[config.mk]
export PLATFORM = sky130hd
export DESIGN_NAME = cp0_regfile
export DESIGN_NICKNAME = d
export VERILOG_FILES = /design/src/rtl/cp0_regfile.sv
export SDC_FILE = /design/constraint.sdc
export NUM_CORES = 1
export LEC_CHECK = 0
export ABC_CLOCK_PERIOD_IN_PS = 2300
export BUFFER_PORTS_ARGS = -buffer_cell sky130_fd_sc_hd__clkbuf_2
export CORE_MARGIN = 2
export CORE_UTILIZATION = 48
export CTS_BUF_LIST = sky130_fd_sc_hd__clkbuf_2 sky130_fd_sc_hd__clkbuf_4 sky130_fd_sc_hd__clkbuf_8
export CTS_CLUSTER_SIZE = 25
export DETAILED_ROUTE_END_ITERATION = 6
export HOLD_SLACK_MARGIN = 0.1
export PLACE_DENSITY = 0.83
export SLEW_MARGIN = 10
export SYNTH_ARGS = -nofsm -noshare
export SYNTH_HDL_FRONTEND = slang
export SYNTH_SLANG_ARGS = --single-unit
[constraint.sdc]
create_clock -name clk -period 2.3 [get_ports clk]
set_input_delay 0.46 -clock clk [delete_from_list [all_inputs] [get_ports clk]]
set_output_delay 0.46 -clock clk [all_outputs]
set_load 0.05 [all_outputs]
[src/rtl/cp0_regfile.sv]
// -----------------------------------------------------------------------------
// cp0_regfile -- coprocessor-0 register file with exception/interrupt control.
//
// Holds SR (12), Cause (13), EPC (14) and PRId (15). It decides combinationally
// whether the M-stage instruction must be replaced by an exception entry
// (IntReq). On the clock edge where IntReq is high it captures the EPC and
// Cause fields and enters the handler state (EXL=1). eret (EXLClr) returns it
// to normal operation.
//
// Ports:
//   clk        in   1  sole clock, rising edge
//   reset      in   1  asynchronous active-high reset
//   A1         in   5  mfc0 read select
//   A2         in   5  mtc0 write select
//   DIn        in  32  mtc0 write data
//   WE         in   1  mtc0 write enable
//   VPC        in  32  PC of the M-stage instruction
//   BDIn       in   1  M-stage instruction is in a branch delay slot
//   ExcCodeIn  in   5  synchronous exception code (0 = none)
//   HWInt      in   6  level-sensitive hardware interrupt lines
//   EXLClr     in   1  eret in M stage
//   IntReq     out  1  take-exception request
//   EPCOut     out 32  current EPC
//   DOut       out 32  read data for A1
// -----------------------------------------------------------------------------
module cp0_regfile (
    input  logic        clk,
    input  logic        reset,
    input  logic [4:0]  A1,
    input  logic [4:0]  A2,
    input  logic [31:0] DIn,
    input  logic        WE,
    input  logic [31:0] VPC,
    input  logic        BDIn,
    input  logic [4:0]  ExcCodeIn,
    input  logic [5:0]  HWInt,
    input  logic        EXLClr,
    output logic        IntReq,
    output logic [31:0] EPCOut,
    output logic [31:0] DOut
);

    localparam logic [31:0] PRID_VALUE = 32'h1800_0001;

    // EXL is not stored separately: it is the FSM state itself.
    typedef enum logic {
        NORMAL  = 1'b0,
        HANDLER = 1'b1
    } state_t;

    state_t      state, state_next;
    logic [5:0]  im, im_next;
    logic        ie, ie_next;
    logic        bd, bd_next;
    logic [5:0]  ip;
    logic [4:0]  exc_code, exc_code_next;
    logic [29:0] epc, epc_next;          // EPC[31:2]; low bits are always zero

    logic        exl;
    logic        int_pend;
    logic        exc_pend;
    logic        sr_write;
    logic        epc_write;
    logic [31:0] vpc_adj;
    logic        unused_bits;

    assign exl      = (state == HANDLER);
    assign int_pend = (|(HWInt & im)) & ie & ~exl;
    assign exc_pend = (ExcCodeIn != 5'd0) & ~exl;
    // ExcCodeIn can be nonzero while reset is held; reset must still force 0.
    assign IntReq   = (int_pend | exc_pend) & ~reset;

    // A taken exception squashes the same-cycle mtc0 entirely.
    assign sr_write  = WE & ~IntReq & (A2 == 5'd12);
    assign epc_write = WE & ~IntReq & (A2 == 5'd14);

    // Delay-slot instructions restart at the branch (VPC-4), wrapping mod 2^32.
    assign vpc_adj     = BDIn ? (VPC - 32'd4) : VPC;
    assign unused_bits = ^vpc_adj[1:0];

    always_ff @(posedge clk or posedge reset) begin
        if (reset) begin
            state    <= NORMAL;
            im       <= 6'd0;
            ie       <= 1'b0;
            bd       <= 1'b0;
            ip       <= 6'd0;
            exc_code <= 5'd0;
            epc      <= 30'd0;
        end else begin
            state    <= state_next;
            im       <= im_next;
            ie       <= ie_next;
            bd       <= bd_next;
            ip       <= HWInt;           // IP tracks the lines every cycle
            exc_code <= exc_code_next;
            epc      <= epc_next;
        end
    end

    always_comb begin
        state_next    = state;
        im_next       = im;
        ie_next       = ie;
        bd_next       = bd;
        exc_code_next = exc_code;
        epc_next      = epc;

        case (state)
            NORMAL: begin
                if (IntReq) begin
                    state_next = HANDLER;
                end else if (sr_write && DIn[1] && !EXLClr) begin
                    state_next = HANDLER;
                end
            end
            HANDLER: begin
                // eret wins over an mtc0 that tries to keep EXL set.
                if (EXLClr) begin
                    state_next = NORMAL;
                end else if (sr_write && !DIn[1]) begin
                    state_next = NORMAL;
                end
            end
            default: state_next = NORMAL;
        endcase

        // IntReq can only be high in NORMAL, so nested exceptions never
        // overwrite the captured BD/ExcCode/EPC.
        if (IntReq) begin
            bd_next       = BDIn;
            exc_code_next = int_pend ? 5'd0 : ExcCodeIn;
            epc_next      = vpc_adj[31:2];
        end

        if (sr_write) begin
            im_next = DIn[15:10];
            ie_next = DIn[0];
        end

        if (epc_write) begin
            epc_next = DIn[31:2];
        end
    end

    assign EPCOut = {epc, 2'b00};

    always_comb begin
        case (A1)
            5'd12:   DOut = {16'h0000, im, 8'h00, exl, ie};
            5'd13:   DOut = {bd, 15'h0000, ip, 3'b000, exc_code, 2'b00};
            5'd14:   DOut = {epc, 2'b00};
            5'd15:   DOut = PRID_VALUE;
            default: DOut = 32'h0000_0000;
        endcase
    end

endmodule

Yosys cells after proc, flatten, opt, wreduce, memory -nomap -nowiden --
Index checks and enable logic that the tools add are counted.
Operators by class: $add $sub $neg 1, equality and inequality tests 6, mux-type cells 10, bitwise logic cells 12, reduce and logical (&&, ||, !) cells 8
Operators by type and width (number):
- $pmux 32 s4 | 1
- $mux 30 | 2
- $mux 32 | 1
- $sub 32x3->32 const B | 1
- $eq 5x4->1 const B | 6
- $and 1x1->1 | 7
- $and 6x6->6 | 1
- $reduce_or 6->1 | 1
- $mux 5 | 1
- $reduce_bool 5->1 | 1
- $mux 1 | 4
- $logic_and 1x1->1 | 3
- $not 1->1 | 3
- $logic_not 1->1 | 2
- $pmux 1 s2 | 1
- $reduce_bool 2->1 | 1
- $or 1x1->1 | 1
Word-level totals: register bits after elaboration 50, bits of input ports 90, output and inout bits 65, word-level logic and storage cells 44

Longest topological paths before layout --
Gate-level depths: netlist of the first run.
depth after elaboration 14, depth in mapped cells 7, depth with buffers taken out 7

Worst setup path before layout of the first run --
Ideal clock, no wire load.
kind input port to output port, from in A1[3], to out DOut[13], arrival time 2.303 ns, slack -0.463 ns, stages 5, buffers on the path 1, cell sequence nand2_1 nor3_2 clkbuf_1 a22oi_1 o21ai_0
Between the ends: word-level cells in the longest chain between the ends 2, elaborated cells on any way between the ends 5, classes of those cells eq/ne: 4; mux: 1
RTL lines:
- from (decl) | RTL line 29 | input logic [4:0] A1,
- $eq 5x4->1 | RTL line 149 | case (A1)
- $pmux 32 s4 (*) | RTL line 149
- to (decl) | RTL line 40 | output logic [31:0] DOut
Every way passes the cells marked *; elsewhere a longest branch is shown, timed or not.

Worst setup path in the final report of the first run --
from in ExcCodeIn[1], to out IntReq
Between the ends: word-level cells in the longest chain between the ends 4
RTL lines:
- from (decl) | RTL line 35 | input logic [4:0] ExcCodeIn,
- $reduce_bool 5->1 | RTL line 69 | assign exc_pend = (ExcCodeIn != 5'd0) & ~exl;
- $and 1x1->1 | RTL line 69
- $or 1x1->1 | RTL line 71 | assign IntReq = (int_pend | exc_pend) & ~reset;
- $and 1x1->1 | RTL line 71
- to (decl) | RTL line 38 | output logic IntReq,
No other way between the ends.

==> results.md, run 1 <==
Status:
- The flow ran to the end, and the final reports show no timing, DRC or antenna violations.

Timing:
- The final-report hold violation count is 0.
- The shortest period the worst path allows is 2.18 ns.
- The share of the clock period used by the worst path after layout is 95.0%.
- Final hold analysis gives a worst-case slack of 0.281 ns.
- The accumulated negative setup slack is 0 ns.
- The count of final setup violators is 0.
- The worst-case clock skew is 0.00863 ns.
- The number of max-slew violations in the final report is 0.
- Setup repair after global routing left no endpoint under its margin.
- Based on the critical path, the design can be clocked at up to 458 MHz.
- Setup slack on the critical path of the routed design comes to 0.116 ns.

Synthesis:
- sky130_fd_sc_hd__dfrtp_1 takes more of the synthesized area than any other cell.
- Of all flip-flops after synthesis, the portion carrying an async set or reset was 100%.
- The Yosys step of the flow raised 0 warnings.
- Sorting the synthesized cells by how often they occur yields sky130_fd_sc_hd__nand2_1 (56), sky130_fd_sc_hd__dfrtp_1 (50), sky130_fd_sc_hd__mux2_2 (31).
- The count of different cell masters after synthesis is 47.
- Yosys instantiated no cell more often than sky130_fd_sc_hd__nand2_1.
- In this run, synthesis inferred 0 flip-flops with an integrated enable.
- The top cell type by area accounts for 39.3% of the synthesized area.
- The synthesized netlist devotes 12.1% of its cell area to compound gates.
- In this run the mean area of a mapped cell was 9.31 um2.
- The synthesized design contains 50 register bits.
- The part of the Yosys area used for sequential elements is 39.3%.
- The synthesized netlist devotes 24.0% of its cell area to simple gates.
- Multiplexer cells account for 13.2% of the synthesized area.
- The summed instance area of the synthesized netlist is 3180 um2.
- After Yosys synthesis, full adders, half adders and majority gates account for 0.393% of the synthesized area.
- The most frequently used flop master after synthesis is sky130_fd_sc_hd__dfrtp_1.
- After synthesis, the largest family of logic cells by area is simple AND/OR/NAND/NOR gates.
- In the post-synthesis netlist, the biggest area contributors are sky130_fd_sc_hd__dfrtp_1 (39%), sky130_fd_sc_hd__mux2_2 (11%), sky130_fd_sc_hd__nand2_1 (6.6%).
- The fraction of synthesized cell area in xor and xnor cells is 7.43%.
- The cell count after synthesis is 342.

Setup path:
- The endpoint identified for the worst register-to-register timing path is epc[18]$_DFFE_PP0P_.
- The cell count of the worst reg-to-reg path is 5.
- The origin of the critical flop-to-flop path is im[1]$_DFFE_PP0N_.
- The signal arrival time at the worst endpoint is 1.72 ns.
- The worst setup path is captured at an output port.
- For the worst setup path, the data required time is 1.84 ns.
- In this run the worst setup path terminates at IntReq.
- The critical path startpoint is ExcCodeIn[1].
- The setup slack on the worst flop-to-flop path is 0.43 ns.
- The worst setup path is of the in2out kind.
- STA classifies the critical path startpoint as an input port.
- The largest driver fanout on the critical path is 2.

Routing:
- Dividing the detail-routed via count by the number of cells gives 5.44.
- The first detailed-routing pass ran for 4 iterations.
- The count of nets left with antenna violations once routing finished came out at 0.
- The first-iteration detailed-routing DRC count is 125.
- The number of DRC violations after detailed routing is 0.
- The routed via count is 3,147.
- The sum of routed wire length over all layers is 9.33 mm.
- The average wire length per cell after detail routing is 16.1 um.

Finish:
- In the final layout, the multi-input gates occupy 1850 um2.
- The total non-filler cell area in the finished layout is 4280 um2.
- The number of non-filler instances in the completed layout is 579.
- In the final layout, flip-flops and latches occupy 1250 um2.
- After filler insertion, the fill cell instance count of the layout stands at 507.
- In the final layout, the share of cells above drive strength 1 is 45.8%.
- The post-layout net count is 592.
- Compared with the post-synthesis result, the final layout area differs by 34.5%.
- The repair_antennas step left the layout with diodes totalling 0.

Floorplanning:
- The die height is 85.5 um.
- The standard-cell row count is 29.
- The initial core utilization is 49.9%.
- The die covers 7300 um2.
- The boundary pin count is 155.
- In this run the standard cell core region covers 6390 um2.
- The die is 85.5 um wide.

Clock tree:
- TritonCTS built the clock tree.
- The cell sitting at the root of the clock tree is a sky130_fd_sc_hd__clkbuf_8.
- The number of buffers between clock root and the deepest sink is 2.
- The total number of H-tree levels is 2.
- The sink count of the clock tree is 50.
- Clock-pin slew was measured on the worst setup and hold paths at 0.09 ns.
- The post-CTS setup repair buffer count is 0.
- Clock latency on the worst-skew pair, taken at its later pin, is 0.31 ns.
- TritonCTS created 5 clock buffers.

GRT:
- The number of antenna violations at the first check in global routing is 0.
- The via count of the first global-routing pass is 3,076.
- Entering global routing, the biggest net connects 54 pins.
- After global routing the overflow that remains totals 0.
- The first-pass GRT wire length is 14.6 mm.
- Global routing consumed, over all layers together, 25.4% of the routing resources.

Power and ir drop:
- Registers are responsible for 39.4% of the overall power.
- The cell leakage power is 0.00213 uW.
- In this run the power density over the cells is 710 nW/um2.
- IR analysis of the VDD net gives a maximum drop of 0.433 mV.
- The cell-internal power is 1770 uW.
- Net switching is 41.9% of the power.
- The switching component of the power is 1270 uW.
- The fraction of power consumed by the clock network is 21.2%.
- The share of total power dissipated in combinational logic is 39.3%.

Placed design:
- The final estimated routing congestion in global placement is 0.899.
- After detailed placement, the total cell area comes to 4150 um2.
- In this run, placement finished with an instance count of 570.
- The total of buffers placed on input and output ports is 150.
- The worst setup slack after placement is 0.0849 ns.
- After legalization and detailed placement, the total HPWL measured 7.38 mm.

Hold path:
- The class of the tightest hold or removal check is in2reg.

Flow run:
- The count of maximum capacitance violations is 0.
sequential cells by signal, summed over array words and instances (netlist names):
name / flops
bd: 1
im: 6
exc_code: 5
epc: 30
ie: 1
exl: 1
ip: 6
critical path, cell delays in order:
cell and delay (ns):
sky130_fd_sc_hd__clkbuf_2 0.09, sky130_fd_sc_hd__or4_1 0.59, sky130_fd_sc_hd__o31ai_4 0.27, sky130_fd_sc_hd__inv_2 0.07, sky130_fd_sc_hd__clkbuf_2 0.24
kinds of logic after synthesis:
group,count (synthesis)
flops,50
xor+xnor,27
fa+ha+maj,1
other cells,1
buf+inv,24
compound gates,62
mux,38
simple gates,139
layout by cell type (no fill, tap or decap), drive strengths merged, types with 6 or more instances in the layout:
cell	count
o21ai	38
a22o	6
nor2	13
a22oi	8
nand2	56
mux2	31
nand3	13
xnor2	22
and3	16
buf	22
mux2i	7
clkbuf	154
nor4	9
dfrtp	50
nor3	10
worst min path at each step:
stage,from,end,slack [ns],cells after the start
floorplan,exc_code[0]$_DFFE_PP0P_,exc_code[0]$_DFFE_PP0P_,0.44,2
global placement,reset,exc_code[1]$_DFFE_PP0P_,0.38,2
detailed placement,reset,exc_code[1]$_DFFE_PP0P_,0.38,2
CTS,HWInt[1],ip[1]$_DFF_PP0_,0.28,1
global route,HWInt[3],ip[3]$_DFF_PP0_,0.28,1
finish,HWInt[1],ip[1]$_DFF_PP0_,0.28,1
metrics by stage:
stage          total power, uW  util [%]
3_3_place_gp              2370      65.0
5_1_grt                   3170      67.1
4_1_cts                   3040      67.0
2_1_floorplan             2030         -
6_report                  3040      67.1
3_5_place_dp              2400      65.0
final cells by class:
class                      instances  area share [%]
clock buffer                       7            1.96
multi-input combinational        269            43.3
sequential                        50            29.2
tap                               77            2.25
clock inverter                     1           0.701
inverter                           5           0.438
timing repair buffer             170            22.1
power groups by stage:
stage	clock, uW	sequential [uW]	combinational, uW
after detailed placement	0	1210	1190
final	646	1200	1200
after global placement	0	1200	1170
after CTS	644	1190	1200
after global routing	675	1220	1280
after floorplan	0	1600	432
metal layers:
layer	GRT usage, %	wire length, um	vias up
li1	-	-	1543
met1	33.2	3680	1472
met2	43.8	4920	124
met3	3.40	611	8
met4	7.79	117	0
met5	0	0	-
what timing repair did:
action	4_1_cts	5_1_grt
endpoints found under the setup margin	0	1
hold buffers	1	0
hold endpoints to repair	8	0
gates resized for setup	0	1
(Power assumes the default switching activity.)
==> run 2: changes to the inputs <==
==> config.mk (replaced) <==
export PLATFORM = sky130hd
export DESIGN_NAME = cp0_regfile
export DESIGN_NICKNAME = d
export VERILOG_FILES = /design/src/rtl/cp0_regfile.sv
export SDC_FILE = /design/constraint.sdc
export NUM_CORES = 1
export LEC_CHECK = 0
export ABC_CLOCK_PERIOD_IN_PS = 2790
export BUFFER_PORTS_ARGS = -buffer_cell sky130_fd_sc_hd__clkbuf_2
export CORE_UTILIZATION = 50
export CTS_BUF_LIST = sky130_fd_sc_hd__clkbuf_2 sky130_fd_sc_hd__clkbuf_4 sky130_fd_sc_hd__clkbuf_8
export CTS_CLUSTER_SIZE = 25
export DETAILED_ROUTE_END_ITERATION = 6
export GPL_ROUTABILITY_DRIVEN = 0
export HOLD_SLACK_MARGIN = 0.1
export PLACE_DENSITY = 0.86
export SLEW_MARGIN = 10
export SYNTH_ARGS = -nofsm -noshare
export SYNTH_HDL_FRONTEND = slang
export SYNTH_SLANG_ARGS = --single-unit
==> constraint.sdc (replaced) <==
create_clock -name clk -period 2.79 [get_ports clk]
set_input_delay 0.558 -clock clk [delete_from_list [all_inputs] [get_ports clk]]
set_output_delay 0.558 -clock clk [all_outputs]
set_load 0.05 [all_outputs]
==> run 2 against run 1 <==
Compared with the run above: via count up 1.2%; clock skew up 0.0013 ns; setup slack better by 0.19 ns; register-to-register slack better by 0.43 ns; cell area down 4.1%; wire length down 2.3%; sequential share of layout area up 1.3 points; non-clock buffer count down 13; clock power down 36%; clock-buffer cell count down 1; flip-flop and latch count unchanged; die area down 8.3%; largest power group unchanged.
==> results.md, run 2 (same netlist as run 1, synthesis figures left out) <==
Setup path:
- The type of the setup path with the least slack is in2out (unchanged).
- The critical path startpoint category is an input port (unchanged).
- The signal arrival time at the worst endpoint is 1.93 ns (was 1.72 ns).
- The capturing element type of the critical path is an output port (unchanged).
- The largest driver fanout on the critical path is 6 (was 2).
- The data required time at the worst endpoint is 2.23 ns (was 1.84 ns).

GRT:
- The first-pass GRT wire length is 13.9 mm (was 14.6 mm).
- The sum of overflow across all layers after global routing was 0 (unchanged).
- The aggregate global-route resource usage is 27.8% (was 25.4%).
- The number of antenna violations at the first check in global routing is 0 (unchanged).
- The maximum number of pins on one net before global-route repair is 54 (unchanged).
- The via count of the first global-routing pass is 2,934 (was 3,076).

Routing:
- The detailed-route vias per instance is 5.67 (was 5.44).
- The first-iteration detailed-routing DRC count is 228 (was 125).
- The average wire length per cell after detail routing is 16.2 um (was 16.1 um).
- The remaining number of nets flagged by the antenna check after routing was 0 (unchanged).
- The routed via count is 3,185 (was 3,147).
- The sum of routed wire length over all layers was 9.11 mm (was 9.33 mm).
- The first-pass iteration count of the detailed router is 4 (unchanged).
- The number of DRC violations after detailed routing was 0 (unchanged).

Clock tree:
- The post-CTS setup repair buffer count is 0 (unchanged).
- The clock transition at the registers of the reported paths is 0.09 ns (about the same).
- The TritonCTS clock tree is yes (unchanged).
- The number of buffers between clock root and the deepest sink is 2 (unchanged).
- The number of gates given a new drive strength after cts came to 0 (unchanged).
- The total number of H-tree levels is 2 (unchanged).
- The sink count of the clock tree is 50 (unchanged).
- The latest clock arrival within the worst-skew pair came to 0.29 ns (was 0.31 ns).
- The count of hold-fix buffers inserted at cts came to 0 (was 1).
- The number of CTS-inserted buffers is 5 (unchanged).
- The cell at the root of the clock tree is sky130_fd_sc_hd__clkbuf_8 (unchanged).

Finish:
- Most frequent cells in the layout: sky130_fd_sc_hd__clkbuf_2 (148), sky130_fd_sc_hd__nand2_1 (56), sky130_fd_sc_hd__dfrtp_1 (50), sky130_fd_sc_hd__mux2_2 (31), sky130_fd_sc_hd__xnor2_1 (22) (was sky130_fd_sc_hd__clkbuf_2 (147), sky130_fd_sc_hd__nand2_1 (56), sky130_fd_sc_hd__dfrtp_1 (50), sky130_fd_sc_hd__mux2_2 (31), sky130_fd_sc_hd__xnor2_1 (22)).
- The flip-flop count of the largest register after layout is 30 (unchanged).
- The total of fill cells in the finished design is 477 (was 507).
- The number of non-filler instances in the completed layout is 562 (was 579).
- The share of layout cells above drive strength 1 came to 42.9% (was 45.8%).
- The post-layout net count came to 579 (was 592).
- The largest register by flop count is epc (unchanged).
- The total non-filler cell area in the finished layout is 4110 um2 (was 4280 um2).
- The number of diodes added for antenna fixing is 0 (unchanged).
- Regs by FF count: epc: 30 flops, im: 6 flops, ip: 6 flops (unchanged).
- The leading cell type in the layout, fill and taps excluded is sky130_fd_sc_hd__clkbuf_2 (unchanged).
- The post-synthesis to final-layout area growth was 29.0% (was 34.5%).

Power and ir drop:
- The maximum resistive drop on vdd came to 0.330 mV (was 0.433 mV).
- The cell leakage power is 0.00204 uW (was 0.00213 uW).
- The power per cell area is 579 nW/um2 (was 710 nW/um2).

Timing:
- The worst path uses 89.1% of the clock period.
- Timing would allow up to 402 MHz.
- The final-report hold violation count is 0 (unchanged).
- The shortest period the worst path allows is 2.49 ns.
- Unrepaired setup endpoints after global routing: no (unchanged).
- Headroom to the max-slew limit came out at 66.4%.
- The number of max-slew violations in the final report came to 0 (unchanged).
- The accumulated negative setup slack came to 0 ns (unchanged).
- The worst-case clock skew is 0.00992 ns (was 0.00863 ns).
- The hold slack was 0.289 ns (was 0.281 ns).
- At the pin with the least slew margin, the transition time is 0.503 ns.
- The count of final setup violators is 0 (unchanged).

Floorplanning:
- The standard-cell row count is 28 (was 29).
- The die outline area is 6690 um2 (was 7300 um2).
- The boundary pin count is 155 (unchanged).
- The die width came to 81.8 um (was 85.5 um).
- The initial core utilization is 52.8% (was 49.9%).
- The placeable core region is 6030 um2 (was 6390 um2).
- The die height is 81.8 um (was 85.5 um).

Placed design:
- The post-place instance area is 4020 um2 (was 4150 um2).
- The cell total after placement came to 556 (was 570).
- The placed wire-length estimate after detailed placement is 7.22 mm (was 7.38 mm).
- The total of buffers placed on input and output ports is 150 (unchanged).

Status:
- Run status: complete, no violations (unchanged).

Hold path:
- The class of the tightest hold or removal check is in2async (was in2reg).

Flow run:
- The count of maximum capacitance violations came to 0 (unchanged).
## run 2: cell count changes in the layout (fill, tap and decap cells not counted), sizes merged
| cell | change |
|---|---|
| buf | -13 |
| bufinv | -1 |
| dlygate4sd3 | -1 |
## run 2: critical path: stages
cell                       delay, ns
sky130_fd_sc_hd__clkbuf_2       0.08
sky130_fd_sc_hd__nand2_1        0.08
sky130_fd_sc_hd__nor3b_2        0.26
sky130_fd_sc_hd__nor2b_1        0.44
sky130_fd_sc_hd__a22o_1         0.23
sky130_fd_sc_hd__clkbuf_2       0.28
## run 2: path summary, 6_finish.rpt
path	cells past startpoint	endpoint	slack [ns]	from
worst max-delay path	6	DOut[31]	0.30	A1[3]
worst min-delay path	2	exc_code[1]$_DFFE_PP0P_	0.29	reset
worst max register to register	5	epc[17]$_DFFE_PP0P_	0.86	im[4]$_DFFE_PP0N_
worst min register to register	2	exc_code[2]$_DFFE_PP0P_	0.49	exc_code[2]$_DFFE_PP0P_
max in group asynchronous	3	epc[25]$_DFFE_PP0P_	1.76	reset
min in group clk	1	ip[5]$_DFF_PP0_	0.39	HWInt[5]
## run 2: report_power, final
part / switching, uW / total, uW / internal, uW
Sequential: 121 / 990 / 869
Clock: 223 / 414 / 192
Combinational: 683 / 973 / 291
## run 2: cell type report
type,count,area (um2),share of cell area (%)
clock buffer,6,82.6,2.01
multi-input combinational,269,1830,44.5
inverter,5,18.8,0.457
sequential,50,1250,30.5
timing repair buffer,157,833,20.3
tap,75,93.8,2.29
## run 2: through the flow
step           total power [uW]  utilization (%)  setup slack [ns]
6_report                   2380             68.1             0.303
5_1_grt                    2490             68.1             0.189
4_1_cts                    2380             68.1             0.307
3_5_place_dp               1970             66.8             0.315
3_3_place_gp               1940             66.8             0.336
2_1_floorplan              1670                -             0.136
## run 2: routing by layer
metal	up-vias	part of all wire, %	track usage [%]	routed length (um)
li1	1511	-	-	-
met1	1515	42	35.3	3800
met2	136	51	48.6	4630
met3	23	5.0	2.56	457
met4	0	2.5	10.7	230
met5	-	0	0	0
==> run 3: changes to the inputs <==
--- a/config.mk
+++ b/config.mk
@@ -12,8 +12,9 @@
 export CTS_CLUSTER_SIZE = 25
 export DETAILED_ROUTE_END_ITERATION = 6
 export GPL_ROUTABILITY_DRIVEN = 0
+export GPL_TIMING_DRIVEN = 0
 export HOLD_SLACK_MARGIN = 0.1
-export PLACE_DENSITY = 0.86
+export PLACE_DENSITY = 0.82
 export SLEW_MARGIN = 10
 export SYNTH_ARGS = -nofsm -noshare
 export SYNTH_HDL_FRONTEND = slang
==> run 3 against run 2 <==
Compared with the run above: non-clock buffer count rose by 13; global-route usage rose by 1.9 points; core utilization rose by 1.3 points; worst hold slack got worse by 0.098 ns; sequential share of layout area fell by 0.56 points; clock power rose by 22%; clock-buffer cell count fell by 1; critical path depth did not move; first-iteration DRC count fell by 37%; die area did not move; combinational power rose by 2%; critical endpoint is now IntReq.
==> results.md, run 3 (same netlist as run 1, synthesis figures left out) <==
Timing:
- The number of max-slew violations in the final report was 0 (unchanged).
- The final-report hold violation count is 0 (unchanged).
- The share of the clock period used by the worst path after layout is 95.4% (was 89.1%).
- The count of final setup violators is 0 (unchanged).
- The worst-case clock skew came to 0.00510 ns (was 0.00992 ns).
- Unrepaired setup endpoints after global routing: no (unchanged).
- The maximum clock rate is 376 MHz (was 402 MHz).
- The worst-margin pin slew is 0.784 ns (was 0.503 ns).
- The shortest period the worst path allows is 2.66 ns (was 2.49 ns).
- The worst-case headroom to the max-slew limit is 47.8% (was 66.4%).

Placed design:
- The post-place instance area is 4050 um2 (was 4020 um2).
- The total of buffers placed on input and output ports is 149 (was 150).
- The placed wire-length estimate after detailed placement is 7.62 mm (was 7.22 mm).

Floorplanning:
- The die width is 81.8 um (unchanged).
- The standard-cell row count is 28 (unchanged).
- The placeable core region came to 6030 um2 (unchanged).
- The die height came to 81.8 um (unchanged).
- The initial core utilization is 52.8% (unchanged).
- The die outline area is 6690 um2 (unchanged).
- The boundary pin count is 155 (unchanged).

GRT:
- The via count of the first global-routing pass is 3,006 (was 2,934).
- The aggregate global-route resource usage is 29.7% (was 27.8%).
- The sum of overflow across all layers after global routing was 0 (unchanged).
- The first-pass GRT wire length is 14.7 mm (was 13.9 mm).
- The number of antenna violations at the first check in global routing was 0 (unchanged).
- The maximum number of pins on one net before global-route repair is 38 (was 54).

Clock tree:
- The cell at the root of the clock tree is sky130_fd_sc_hd__clkbuf_8 (unchanged).
- The clock transition at the registers of the reported paths is 0.09 ns (about the same).
- The latest clock arrival within the worst-skew pair was 0.31 ns (was 0.29 ns).
- The sink count of the clock tree is 50 (unchanged).
- The TritonCTS clock tree is yes (unchanged).
- The number of buffers between clock root and the deepest sink is 2 (unchanged).
- The number of CTS-inserted buffers is 5 (unchanged).
- The total number of H-tree levels is 2 (unchanged).

Routing:
- The average wire length per cell after detail routing is 16.6 um (was 16.2 um).
- The detailed-route vias per instance is 5.51 (was 5.67).
- The routed via count is 3,181 (was 3,185).
- The number of DRC violations after detailed routing is 0 (unchanged).
- The remaining number of nets flagged by the antenna check after routing was 0 (unchanged).
- The first-iteration detailed-routing DRC count came to 144 (was 228).
- The sum of routed wire length over all layers is 9.61 mm (was 9.11 mm).
- The first-pass iteration count of the detailed router was 4 (unchanged).

Hold path:
- The class of the tightest hold or removal check is in2async (unchanged).

Finish:
- Regs by FF count: epc: 30 flops, im: 6 flops, ip: 6 flops (unchanged).
- Most frequent cells in the layout: sky130_fd_sc_hd__clkbuf_2 (154), sky130_fd_sc_hd__nand2_1 (56), sky130_fd_sc_hd__dfrtp_1 (50), sky130_fd_sc_hd__mux2_2 (31), sky130_fd_sc_hd__xnor2_1 (22) (was sky130_fd_sc_hd__clkbuf_2 (148), sky130_fd_sc_hd__nand2_1 (56), sky130_fd_sc_hd__dfrtp_1 (50), sky130_fd_sc_hd__mux2_2 (31), sky130_fd_sc_hd__xnor2_1 (22)).
- The largest register by flop count was epc (unchanged).
- The total non-filler cell area in the finished layout is 4180 um2 (was 4110 um2).
- The sequential cell area is 1250 um2 (unchanged).
- The post-synthesis to final-layout area growth is 31.4% (was 29.0%).
- The number of diodes added for antenna fixing is 0 (unchanged).
- The fraction of the core area covered by cells at the end of the flow was 69.4% (was 68.1%).
- The area of the multi-input gates is 1840 um2 (was 1830 um2).
- The post-layout net count is 592 (was 579).
- The total of fill cells in the finished design came to 491 (was 477).
- The flip-flop count of the largest register after layout is 30 (unchanged).
- The leading cell type in the layout, fill and taps excluded was sky130_fd_sc_hd__clkbuf_2 (unchanged).
- The share of layout cells above drive strength 1 is 43.6% (was 42.9%).

Setup path:
- The largest driver fanout on the critical path came to 10 (was 6).
- The critical path startpoint category is an input port (unchanged).
- The type of the setup path with the least slack is in2out (unchanged).
- The data required time at the worst endpoint is 2.23 ns (about the same).
- The capturing element type of the critical path is an output port (unchanged).
- The cell count of the worst reg-to-reg path is 6 (was 5).
- The signal arrival time at the worst endpoint is 2.10 ns (was 1.93 ns).

Power and ir drop:
- The cell leakage power was 0.00210 uW (was 0.00204 uW).
- The maximum resistive drop on vdd is 0.349 mV (was 0.330 mV).
- The power per cell area is 595 nW/um2 (was 579 nW/um2).

Status:
- Run status: complete, no violations (unchanged).

Flow run:
- The count of maximum capacitance violations is 0 (unchanged).
-- run 3: cell type report --
class / instances / area share, %
Multi-Input combinational cell: 269 / 44.0
Tap cell: 75 / 2.24
Inverter: 5 / 0.449
Buffer: 19 / 2.27
Clock buffer: 5 / 1.65
Clock inverter: 3 / 0.957
Sequential cell: 50 / 29.9
Timing Repair Buffer: 151 / 18.5
-- run 3: worst max-delay path, cell delays in order --
cell and delay (ns):
sky130_fd_sc_hd__clkbuf_2 0.09, sky130_fd_sc_hd__or4_1 0.59, sky130_fd_sc_hd__o31ai_4 0.34, sky130_fd_sc_hd__inv_2 0.07, sky130_fd_sc_hd__buf_2 0.19, sky130_fd_sc_hd__clkbuf_2 0.26
-- run 3: metrics by stage --
step | instances | setup TNS (ns) | total power [uW] | hold slack [ns] | setup WS [ns]
2_1_floorplan | 343 | 0 | 1670 | 0.440 | 0.136
3_3_place_gp | 567 | -0.617 | 1950 | 0.452 | -0.0876
3_5_place_dp | 568 | -0.856 | 1980 | 0.458 | -0.112
4_1_cts | 577 | 0 | 2480 | 0.198 | 0.00800
5_1_grt | 577 | 0 | 2600 | 0.215 | 0.0477
6_report | 577 | 0 | 2490 | 0.191 | 0.127
-- run 3: worst paths after layout --
check,startpoint,end,slack [ns]
max,ExcCodeIn[1],IntReq,0.13
min,reset,exl$_DFF_PP0_,0.19
max reg2reg,im[5]$_DFFE_PP0N_,epc[14]$_DFFE_PP0P_,0.91
min reg2reg,exc_code[2]$_DFFE_PP0P_,exc_code[2]$_DFFE_PP0P_,0.48
max in group asynchronous,reset,epc[17]$_DFFE_PP0P_,2.10
min in group clk,HWInt[4],ip[4]$_DFF_PP0_,0.38
-- run 3: where the power goes --
| group | internal, uW | total [uW] | switching [uW] |
|---|---|---|---|
| sequential | 869 | 988 | 119 |
| combinational | 300 | 993 | 693 |
| clock | 264 | 507 | 243 |
-- run 3: what timing repair did --
action | CTS | global route
hold buffers | 0 | 0
pin swaps | 1 | 0
setup endpoints to repair | 11 | 12
setup buffers | 1 | 0
resized for setup | 1 | 8
endpoints found under the hold margin | 0 | 0
-- run 3: metal layers --
metal / track usage [%] / wire, um / vias to the layer above / share of wire (%)
met5: 0 / 0 / - / 0
met1: 38.1 / 4000 / 1492 / 42
met2: 49.7 / 4780 / 133 / 50
li1: - / - / 1539 / -
met3: 3.56 / 601 / 17 / 6.3
met4: 13.5 / 216 / 0 / 2.2
